===== config.mk =====
export PLATFORM = sky130hd
export DESIGN_NAME = down_counter_timer
export DESIGN_NICKNAME = d
export VERILOG_FILES = /design/src/rtl/down_counter_timer.sv
export SDC_FILE = /design/constraint.sdc
export NUM_CORES = 1
export LEC_CHECK = 0
export BUFFER_PORTS_ARGS = -buffer_cell sky130_fd_sc_hd__buf_4
export CAP_MARGIN = 20
export CORE_MARGIN = 4
export CORE_UTILIZATION = 30
export CTS_CLUSTER_SIZE = 40
export DETAILED_ROUTE_END_ITERATION = 6
export PLACE_DENSITY_LB_ADDON = 0.12
export SETUP_SLACK_MARGIN = 0.15
export SYNTH_ARGS = -nofsm -noshare
export SYNTH_HDL_FRONTEND = slang
export SYNTH_SLANG_ARGS = --single-unit
export TNS_END_PERCENT = 20

===== constraint.sdc =====
create_clock -name clock -period 4.3 [get_ports clock]
set_input_delay 0.645 -clock clock [delete_from_list [all_inputs] [get_ports clock]]
set_output_delay 0.645 -clock clock [all_outputs]
set_load 0.02 [all_outputs]

===== src/rtl/down_counter_timer.sv =====
// Loadable down-counting timer with one-cycle expiry pulse.
// Optional auto-reload turns it into a periodic tick source.
module down_counter_timer #(
  parameter int WIDTH = 12
) (
  input  logic             clock,
  input  logic             rst,
  input  logic             load,
  input  logic [WIDTH-1:0] load_val,
  input  logic             d_en,
  input  logic             auto_reload,
  output logic [WIDTH-1:0] d_out,
  output logic             busy,
  output logic             done,
  output logic             zero
);

  typedef enum logic {
    IDLE = 1'b0,
    RUN  = 1'b1
  } state_t;

  localparam logic [WIDTH-1:0] ONE = WIDTH'(1);

  state_t           state_q, state_d;
  logic [WIDTH-1:0] d_out_q, d_out_d;
  logic [WIDTH-1:0] reload_q, reload_d;
  logic             done_q, done_d;

  always_ff @(posedge clock) begin
    if (rst) begin
      state_q  <= IDLE;
      d_out_q  <= '0;
      reload_q <= '0;
      done_q   <= 1'b0;
    end else begin
      state_q  <= state_d;
      d_out_q  <= d_out_d;
      reload_q <= reload_d;
      done_q   <= done_d;
    end
  end

  always_comb begin
    state_d  = state_q;
    d_out_d  = d_out_q;
    reload_d = reload_q;
    done_d   = 1'b0;
    if (load) begin
      d_out_d  = load_val;
      reload_d = load_val;
      state_d  = (load_val != '0) ? RUN : IDLE;
    end else begin
      unique case (state_q)
        IDLE: ;
        RUN: begin
          if (d_en) begin
            if (d_out_q == ONE) begin
              // terminal count: pulse, then reload or stop
              done_d = 1'b1;
              if (auto_reload) begin
                d_out_d = reload_q;
              end else begin
                d_out_d = '0;
                state_d = IDLE;
              end
            end else begin
              d_out_d = d_out_q - ONE;
            end
          end
        end
        default: state_d = IDLE;
      endcase
    end
  end

  assign d_out = d_out_q;
  assign busy  = (state_q == RUN);
  assign done  = done_q;
  assign zero  = (d_out_q == '0);

endmodule


==> results.ini <==
[run_status]
status = complete, no violations

[place]
portBuffers = 31
dp.cells = 264
place_ws_ns = 2.01
dp_hpwl_mm = 3.22
postPlaceCellArea_sq_um = 1750
routabilityCongestion = 0.817

[power_and_ir_drop]
irDropWorstVdd_uv = 129
swShare_pct = 32.7
power_mw = 0.581
pwr-share-comb_pct = 27.8
pwr-share-seq_pct = 48.4
power.density_nw_per_um2 = 325
p_sw_mw = 0.190
p_int_mw = 0.391
p_leak_nw = 0.733
power_frac_clock_pct = 23.8

[worst_setup_path]
end_kind = output pin
cp-endpoint = zero
critPathLaunchType = register
r2r_end = d_out[7]
r2r_start = d_out[0]
r2r_slack_ns = 1.97
worstPathArrival_ns = 1.86
crit_path_max_fanout = 10
crit_required_ns = 3.65
crit_start = d_out[4]
reg2reg_depth = 5
criticalPathCategory = reg -> out

[final_layout]
finalNetCount = 222
post-route-util_pct = 37.3
instances_no_fill = 267
multi_input_area_sq_um = 878
post_route_cells_drive_above_1_share_pct = 20.0
syn_to_final_growth_pct = 19.3
sequential_cell_area_sq_um = 520
antenna_cells = 0
n_fill_cell = 519
design_area_sq_um = 1790

[detailed_routing]
drtIter0Drc = 158
wl_mm = 4.32
drc = 0
final_antenna_net_count = 0
vias = 1422
dr.pass1.iters = 4
drt-wirelength-per-cell_um = 16.2
viasPerCell = 5.33

[logic_synthesis]
synth_common_cells = 26 x dfxtp_1, 20 x nor2_1, 15 x mux2i_1
synth_cell_type_count = 45
synth.net_count = 201
synth_edf_count = 0
netlist_area_sq_um = 1500
synth_ff_type = dfxtp_1
synth_top_area_share_pct = 34.8
syn_inst = 181
yosys_register_bits = 26
postSynth.asyncResetShare_pct = 0
yosysMostFrequentCell = dfxtp_1
syn_avg_cell_area_sq_um = 8.27
synth_warnings = 0
ys_seq_area_share_pct = 34.8
synth_top_area_cell = dfxtp_1
synthTopCellsByArea = dfxtp_1 35%, mux2i_1 10%, nor2_1 5.0%

[clock_network]
cts.htree.levels = 1
cts.clk_slew.worst_paths_ns = 0.09
clock_latency_ns = 0.27
cts_tree = done
ctsLongestPathBuffers = 2
cts_setup_buffers = 0
cts_hold_buffers = 0
root_buffer = clkbuf_8
cts_sinks = 26
numCtsBuffers = 3
cts_resized = 0

[timing]
drv_slew = 0
max-slew-margin-rel_pct = 49.1
skew_ns = 0.00784
fin_ws_ns = 1.80
finalSetupTns_ns = 0
max_freq_mhz = 400
tightestPinTransition_ns = 0.764
finalCriticalPeriod_ns = 2.50
post-route-period-util_pct = 58.2
setup_viol = 0
hold_ws_ns = 0.500
hold_viol_final = 0
grt_setup_unrepaired = false

[global_route]
grt-ovfl-total = 0
gr-usage-all-layers_pct = 14.6
grt_pass1_wl_mm = 7.22
grt_max_degree = 36
antenna_found_initial = 0
grt_pass1_vias = 1422

[floorplanning]
rows = 25
fp.dieW_um = 78.7
ios = 32
core_area_sq_um = 4790
die-area_sq_um = 6190
die_y_um = 78.7
start_util_pct = 31.3

[flow_run]
drv_cap = 0

[hold_path]
hold_depth = 2
hold_path_class = reg -> reg

==> cell families (layout without fill, tap and decap cells) <==
logic type	count (synthesis)	count (layout)	synth area share (%)
compound gates	50	50	22.6
xor+xnor	3	3	1.75
fa+ha+maj	3	3	2.51
buf+inv	23	42	6.60
flops	26	26	34.8
mux	15	15	10.0
simple gates	61	61	21.7
==> layout by cell type (no fill, tap or decap), drive strengths merged, types with 2 or more instances in the layout <==
master  count
or4         5
nand2       6
a21oi       9
nand3       5
a221oi      2
or3         2
o21ai       9
o22ai       2
ha          3
inv         8
mux2i      15
clkbuf      3
dfxtp      26
a22oi       7
buf        31
nor2       20
nor3        5
nor4        6
nor2b       2
nand4       3
xnor2       2
o311ai      2
a31oi       8
or2         2
==> power groups by stage <==
stage	clock, mW	sequential [mW]	combinational (mW)
2_1_floorplan	0	0.289	0.103
3_3_place_gp	0	0.286	0.162
4_1_cts	0.143	0.281	0.161
6_report	0.139	0.281	0.161
5_1_grt	0.150	0.285	0.180
3_5_place_dp	0	0.286	0.161
==> how the worst min path moves through the flow <==
stage	from	to	slack, ns
2_1_floorplan	reload_q[3]	reload_q[3]	0.45
3_3_place_gp	reload_q[3]	reload_q[3]	0.48
3_5_place_dp	reload_q[11]	reload_q[11]	0.49
4_1_cts	reload_q[9]	d_out[9]	0.50
5_1_grt	reload_q[9]	d_out[9]	0.52
6_report	reload_q[9]	d_out[9]	0.50
==> layout make-up <==
cell class | instances | area share, %
Multi-Input combinational cell | 132 | 49.2
Sequential cell | 26 | 29.1
Timing Repair Buffer | 31 | 13.0
Tap cell | 67 | 4.69
Clock buffer | 3 | 2.31
Inverter | 8 | 1.68
==> flip-flops by register name (all words and copies together), names as in the netlist <==
register  flops
busy          1
d_out        12
done          1
reload_q     12
==> critical path, stage by stage, from the launching register on <==
cell	delay (ns)
dfxtp_1	0.40
nor4_1	0.64
nand2_1	0.22
nor2_1	0.17
buf_4	0.15
==> per-layer routing <==
layer / wire, um / GRT usage [%] / up-vias
met5: 0 / 0 / -
met4: 62 / 4.37 / 0
met3: 160 / 1.95 / 6
met2: 1990 / 22.9 / 34
met1: 2110 / 20.8 / 669
li1: - / - / 713
Power figures use the tool's default switching activity.
